File: config.mk
export PLATFORM = sky130hd
export DESIGN_NAME = sm3_msg_expnd_flat
export DESIGN_NICKNAME = d
export VERILOG_FILES = /design/src/rtl/sm3_pkg.sv /design/src/rtl/sm3_msg_expnd_if.sv /design/src/rtl/sm3_wgen.sv /design/src/rtl/sm3_msg_expnd.sv /design/src/flat_wrapper.sv
export SDC_FILE = /design/constraint.sdc
export NUM_CORES = 1
export LEC_CHECK = 0
export CAP_MARGIN = 10
export CORE_ASPECT_RATIO = 0.9
export CORE_UTILIZATION = 35
export CTS_CLUSTER_DIAMETER = 100
export CTS_CLUSTER_SIZE = 20
export DETAILED_ROUTE_END_ITERATION = 10
export DONT_BUFFER_PORTS = 1
export HOLD_SLACK_MARGIN = 0.02
export SLEW_MARGIN = 20
export SYNTH_ARGS = -nofsm -noshare
export SYNTH_HDL_FRONTEND = slang
export SYNTH_SLANG_ARGS = --single-unit
File: constraint.sdc
create_clock -name clk -period 2.1 [get_ports clk]
set_input_delay 0.105 -clock clk [delete_from_list [all_inputs] [get_ports clk]]
set_output_delay 0.105 -clock clk [all_outputs]
set_load 0.05 [all_outputs]
File: src/rtl/sm3_pkg.sv
// Shared SM3 constants, state encoding and XOR/rotate helpers.
package sm3_pkg;

    localparam logic [31:0] SM3_T_LO = 32'h79CC4519;
    localparam logic [31:0] SM3_T_HI = 32'h7A879D8A;

    localparam logic [3:0]  SM3_LAST_LOAD  = 4'd15;
    localparam logic [5:0]  SM3_LAST_ROUND = 6'd63;

    typedef enum logic {
        LOAD,
        RUN
    } sm3_state_e;

    // Upper half of the doubled word is the rotate; n=0 falls out naturally.
    function automatic logic [31:0] rotl(input logic [31:0] x, input logic [4:0] n);
        logic [63:0] d;
        d = {x, x} << n;
        return d[63:32];
    endfunction

    function automatic logic [31:0] p1(input logic [31:0] x);
        return x ^ rotl(x, 5'd15) ^ rotl(x, 5'd23);
    endfunction

    function automatic logic [31:0] sm3_tj(input logic [5:0] j);
        logic [31:0] base;
        base = (j < 6'd16) ? SM3_T_LO : SM3_T_HI;
        return rotl(base, j[4:0]);
    endfunction

endpackage

File: src/rtl/sm3_msg_expnd_if.sv
// Block-input and round-output handshake bundle of the message expander.
interface sm3_msg_expnd_if;

    logic        clr_i;
    logic [31:0] data_i;
    logic        data_vld_i;
    logic        data_rdy_o;
    logic        exp_vld_o;
    logic        exp_rdy_i;
    logic [5:0]  round_o;
    logic [31:0] wj_o;
    logic [31:0] wjj_o;
    logic [31:0] tj_o;
    logic        cmprss_round_sm_16_o;
    logic        blk_done_o;

    modport slave (
        input  clr_i, data_i, data_vld_i, exp_rdy_i,
        output data_rdy_o, exp_vld_o, round_o, wj_o, wjj_o, tj_o,
               cmprss_round_sm_16_o, blk_done_o
    );

    modport master (
        output clr_i, data_i, data_vld_i, exp_rdy_i,
        input  data_rdy_o, exp_vld_o, round_o, wj_o, wjj_o, tj_o,
               cmprss_round_sm_16_o, blk_done_o
    );

endinterface

File: src/rtl/sm3_wgen.sv
// Combinational SM3 next-word generator: W_{j+16} from the window taps.
module sm3_wgen
    import sm3_pkg::*;
(
    input  logic [31:0] i_w0,
    input  logic [31:0] i_w3,
    input  logic [31:0] i_w7,
    input  logic [31:0] i_w10,
    input  logic [31:0] i_w13,
    output logic [31:0] o_wnext
);

    logic [31:0] w_p1_in;

    assign w_p1_in = i_w0 ^ i_w7 ^ rotl(i_w13, 5'd15);
    assign o_wnext = p1(w_p1_in) ^ rotl(i_w3, 5'd7) ^ i_w10;

endmodule

File: src/rtl/sm3_msg_expnd.sv
// SM3 message expansion: loads 16 words, then streams W_j, W'_j, T_j per round.
module sm3_msg_expnd
    import sm3_pkg::*;
(
    input  logic           clk,
    input  logic           rst_n,
    sm3_msg_expnd_if.slave s_if
);

    sm3_state_e  r_state;
    sm3_state_e  w_state_nxt;
    logic [5:0]  r_round;
    logic [5:0]  w_round_nxt;
    logic [3:0]  r_ld_cnt;
    logic [3:0]  w_ld_cnt_nxt;
    logic        r_blk_done;
    logic        w_blk_done_nxt;
    logic [31:0] r_win [16];

    logic        w_shift;
    logic [31:0] w_shift_in;
    logic [31:0] w_wnext;
    logic        w_data_hs;
    logic        w_exp_hs;

    sm3_wgen u_wgen (
        .i_w0    (r_win[0]),
        .i_w3    (r_win[3]),
        .i_w7    (r_win[7]),
        .i_w10   (r_win[10]),
        .i_w13   (r_win[13]),
        .o_wnext (w_wnext)
    );

    assign w_data_hs = (r_state == LOAD) && s_if.data_vld_i;
    assign w_exp_hs  = (r_state == RUN)  && s_if.exp_rdy_i;

    // Abort outranks both handshakes, so neither shift nor count happens under clr_i.
    always_comb begin
        w_state_nxt    = r_state;
        w_round_nxt    = r_round;
        w_ld_cnt_nxt   = r_ld_cnt;
        w_blk_done_nxt = 1'b0;
        w_shift        = 1'b0;
        w_shift_in     = s_if.data_i;
        if (s_if.clr_i) begin
            w_state_nxt  = LOAD;
            w_round_nxt  = '0;
            w_ld_cnt_nxt = '0;
        end else begin
            case (r_state)
                LOAD: begin
                    if (w_data_hs) begin
                        w_shift      = 1'b1;
                        w_ld_cnt_nxt = r_ld_cnt + 4'd1;
                        if (r_ld_cnt == SM3_LAST_LOAD) begin
                            w_state_nxt  = RUN;
                            w_round_nxt  = '0;
                            w_ld_cnt_nxt = '0;
                        end
                    end
                end
                RUN: begin
                    if (w_exp_hs) begin
                        w_shift     = 1'b1;
                        w_shift_in  = w_wnext;
                        w_round_nxt = r_round + 6'd1;
                        if (r_round == SM3_LAST_ROUND) begin
                            w_state_nxt    = LOAD;
                            w_round_nxt    = '0;
                            w_ld_cnt_nxt   = '0;
                            w_blk_done_nxt = 1'b1;
                        end
                    end
                end
                default: begin
                    w_state_nxt  = LOAD;
                    w_round_nxt  = '0;
                    w_ld_cnt_nxt = '0;
                end
            endcase
        end
    end

    always_ff @(posedge clk or negedge rst_n) begin
        if (!rst_n) begin
            r_state    <= LOAD;
            r_round    <= '0;
            r_ld_cnt   <= '0;
            r_blk_done <= 1'b0;
        end else begin
            r_state    <= w_state_nxt;
            r_round    <= w_round_nxt;
            r_ld_cnt   <= w_ld_cnt_nxt;
            r_blk_done <= w_blk_done_nxt;
        end
    end

    always_ff @(posedge clk or negedge rst_n) begin
        if (!rst_n) begin
            for (int unsigned i = 0; i < 16; i++) begin
                r_win[i] <= '0;
            end
        end else if (w_shift) begin
            for (int unsigned i = 0; i < 15; i++) begin
                r_win[i] <= r_win[i+1];
            end
            r_win[15] <= w_shift_in;
        end
    end

    assign s_if.data_rdy_o           = (r_state == LOAD);
    assign s_if.exp_vld_o            = (r_state == RUN);
    assign s_if.round_o              = r_round;
    assign s_if.wj_o                 = r_win[0];
    assign s_if.wjj_o                = r_win[0] ^ r_win[4];
    assign s_if.tj_o                 = sm3_tj(r_round);
    assign s_if.cmprss_round_sm_16_o = (r_round < 6'd16);
    assign s_if.blk_done_o           = r_blk_done;

endmodule

File: src/flat_wrapper.sv
// flat-port wrapper written by rule: the top's interface ports become plain ports
module sm3_msg_expnd_flat import sm3_pkg::*;
  (clk, rst_n, s_if_clr_i, s_if_data_i, s_if_data_vld_i, s_if_exp_rdy_i, s_if_data_rdy_o, s_if_exp_vld_o, s_if_round_o, s_if_wj_o, s_if_wjj_o, s_if_tj_o, s_if_cmprss_round_sm_16_o, s_if_blk_done_o);
  sm3_msg_expnd_if s_if_i ();
  input  logic clk;
  input  logic rst_n;
  input wire logic [$bits(s_if_i.clr_i)-1:0] s_if_clr_i;
  input wire logic [$bits(s_if_i.data_i)-1:0] s_if_data_i;
  input wire logic [$bits(s_if_i.data_vld_i)-1:0] s_if_data_vld_i;
  input wire logic [$bits(s_if_i.exp_rdy_i)-1:0] s_if_exp_rdy_i;
  output wire logic [$bits(s_if_i.data_rdy_o)-1:0] s_if_data_rdy_o;
  output wire logic [$bits(s_if_i.exp_vld_o)-1:0] s_if_exp_vld_o;
  output wire logic [$bits(s_if_i.round_o)-1:0] s_if_round_o;
  output wire logic [$bits(s_if_i.wj_o)-1:0] s_if_wj_o;
  output wire logic [$bits(s_if_i.wjj_o)-1:0] s_if_wjj_o;
  output wire logic [$bits(s_if_i.tj_o)-1:0] s_if_tj_o;
  output wire logic [$bits(s_if_i.cmprss_round_sm_16_o)-1:0] s_if_cmprss_round_sm_16_o;
  output wire logic [$bits(s_if_i.blk_done_o)-1:0] s_if_blk_done_o;
  assign s_if_i.clr_i = s_if_clr_i;
  assign s_if_i.data_i = s_if_data_i;
  assign s_if_i.data_vld_i = s_if_data_vld_i;
  assign s_if_i.exp_rdy_i = s_if_exp_rdy_i;
  assign s_if_data_rdy_o = s_if_i.data_rdy_o;
  assign s_if_exp_vld_o = s_if_i.exp_vld_o;
  assign s_if_round_o = s_if_i.round_o;
  assign s_if_wj_o = s_if_i.wj_o;
  assign s_if_wjj_o = s_if_i.wjj_o;
  assign s_if_tj_o = s_if_i.tj_o;
  assign s_if_cmprss_round_sm_16_o = s_if_i.cmprss_round_sm_16_o;
  assign s_if_blk_done_o = s_if_i.blk_done_o;
  sm3_msg_expnd u_core (.clk(clk), .rst_n(rst_n), .s_if(s_if_i));
endmodule
==> impl_metrics.ini <==
[sta]
hold_viol = 524
finalCritPeriodShare_pct = 138.2
setup_violations = 32
fmax_mhz = 344.6
slew_headroom_pct = -20.49
fin_setup_tns_ps = -22770
worst_pin_slew_ps = 1807
timing.final.ws_setup_ps = -801.6
holdWs_ps = -744.8
fin_skew_ps = 26.97
layout_min_cycle_time_ps = 2902
rsz0062_at_grt = yes
maxSlewViolCount = 179

[die]
dieArea_um2 = 69460
die_h_um = 250.1
die_w_um = 277.7
initial_core_util_pct = 35.55
ios = 143
core_area_um2 = 67340
std_cell_rows = 90

[synthesis]
async_flop_share_pct = 100.0
seq_area_frac_synth_pct = 54.77
yosysWarnings = 0
synth_cells = 2677
yosys_most_used_dff = dfrtp_1
ys_types = 60
synth_nets = 2726
ys_seq_elements = 524
synth_edf_count = 0
syn_area_um2 = 23940
avgSynthCellArea_um2 = 8.943

[cts]
ctsHoldBuffers = 35
clkTransAtPathRegs_ps = 90
numCtsBuffers = 30
clock_sinks = 524
cts_buffer_depth = 3
cts_tree = built
htreeDepth = 1
root_buffer = clkbuf_16
clkLatencyLatePin_ps = 610

[layout]
drive_gt1_share_pct = 11.95
mostFrequentLayoutCells = 1451 x nand2_1, 519 x dfrtp_1, 136 x buf_4
layout.nets = 2797
seq_area_um2 = 13120
fillers = 6600
final_common_cell = nand2_1
synthToLayoutAreaGrowth_pct = 16.56
post-route-util_pct = 41.44
multi_input_area_um2 = 10560

[outcome]
status = finished with violations
violations = negative hold slack, max-slew violations, negative setup slack

[route]
drt-wirelength-per-cell_um = 17.48
dr.first_iter.drc_count = 1751
drc = 0
first_pass_iters = 5
wl_um = 63390
drt-vias-per-instance = 4.852
detail-route-antenna-nets = 0
num_vias = 17600

[setup_path]
cp.required_ps = 2000
start_kind = flip-flop
cp.arrival_ps = 2800
path_class = reg2out
critPathCaptureType = primary output
crit_fanout = 8

[power_and_ir_drop]
vdd_drop_max_mv = 0.7146
internal-power_mw = 18.42
powerDensity_nw_per_um2 = 1036
combPwrFrac_pct = 32.1
switching_share_pct = 36.25
seqPwrFrac_pct = 47.0
p_switching_mw = 10.48
leakage_nw = 14.46
clockPowerShare_pct = 21.0

[global_routing]
grt_pass1_wl_um = 101200
grt_max_degree = 525
overflow = 0
grt_pass1_vias = 17330
antenna_found_initial = 1
grt_util_all_layers_pct = 18.32

[place]
pre_cts_ws_ps = -495.8
gp_congestion = 0.8756
io_buffer_count = 0
place_hpwl_um = 44430

[hold_path]
hold_path_class = in2async

[job]
maxCapViolations = 0
registers in the layout, indices dropped and copies added (netlist names):
signal	cells
u_core.r_ld_cnt	4
u_core.r_win	480
u_core.s_if.blk_done_o	1
u_core.s_if.exp_vld_o	1
u_core.s_if.round_o	6
u_core.s_if.wj_o	32
logic make-up (layout without fill, tap and decap cells):
| family | Yosys count | count (layout) | synth area share, % |
|---|---|---|---|
| multiplexers | 60 | 60 | 3.319 |
| AND/OR/NAND/NOR | 1551 | 1551 | 24.87 |
| other | 0 | 1 | 0 |
| flip-flops | 524 | 524 | 54.77 |
| buffers and inverters | 194 | 269 | 3.705 |
| XOR/XNOR | 193 | 193 | 8.900 |
| AO/OA/AOI/OAI | 143 | 143 | 3.810 |
| adder cells (fa/ha/maj) | 12 | 12 | 0.6271 |
path summary, 6_finish.rpt:
check                                       start                endpoint  slack [ps]  depth (start not counted)
setup / recovery           u_core.s_if.round_o[4]           s_if_tj_o[11]        -800                          6
hold / removal                              rst_n    u_core.s_if.wj_o[29]        -740                          0
setup reg to reg             u_core.s_if.wj_o[25]        u_core.r_win[25]         160                          5
hold reg to reg                  u_core.r_win[52]        u_core.r_win[84]         460                          2
max in group asynchronous                   rst_n  u_core.s_if.round_o[0]        1230                          0
min in group clk                   s_if_exp_rdy_i  u_core.s_if.round_o[2]          60                          3
per-stage QoR:
step           cell area (um2)  cells  power, mW
2_1_floorplan            24220   2677      19.65
3_3_place_gp             26260   3547      22.85
3_5_place_dp             26260   3547      22.94
4_1_cts                  27770   3625      29.14
5_1_grt                  27900   3626      30.31
6_report                 27910   3627      28.90
Yosys cell counts (6+ instances only):
cell      count  area (um2)
a211oi_1      9       67.56
a21oi_1      40       200.2
a31oi_1       6       37.54
buf_1        16       60.06
buf_2        31       155.2
buf_4        32       240.2
clkbuf_1    102       382.9
dfrtp_1     524       13110
ha_1         12       150.1
inv_1        11       41.29
mux2_1        6       67.56
mux2_2        9       101.4
mux2i_1      31       310.3
mux4_2       14       315.3
nand2_1    1453        5454
nand2b_1      7       43.79
nand3_1       9       45.04
nor2_1       43       161.4
nor3_1        9       45.04
o211ai_1      8       60.06
o21ai_1      14       70.07
o22ai_1      27       168.9
o31ai_1       7       52.55
xnor2_1     116        1016
xnor3_1      32       720.7
xor2_1       45       394.1
final cells by class:
class	instances	area share, %
tap	874	3.919
sequential	524	47.02
timing repair buffer	220	8.021
clock inverter	3	0.1973
multi-input combinational	1959	37.84
antenna	1	0.008967
clock buffer	33	2.802
inverter	13	0.1883
repair_timing:
action | 4_1_cts | 5_1_grt
buffers inserted | 7 | 1
cloned | 0 | 0
endpoints found under the hold margin | 627 | 524
endpoints found under the setup margin | 34 | 32
pin swaps | 20 | 12
gates resized for setup | 59 | 25
metal layers:
metal	global-route usage (%)	part of all wire (%)
met5	0	0
met2	29.39	47
met3	2.500	4.4
met1	26.41	46
met4	3.852	2.2
power by group through the flow:
stage	registers (mW)	logic, mW	clock network [mW]
after floorplan	13.2	6.46	0
after global placement	13.7	9.16	0
after detailed placement	13.7	9.20	0
after CTS	13.6	9.34	6.23
after global routing	13.8	9.91	6.60
final	13.6	9.27	6.06
worst max-delay path, cell delays in order, from the launching register on:
cell and delay (ps):
dfrtp_2 410, or2_4 280, ha_4 340, inv_2 50
mux4_2 480, mux2_2 300, mux2_4 350
Power figures use the tool's default switching activity.
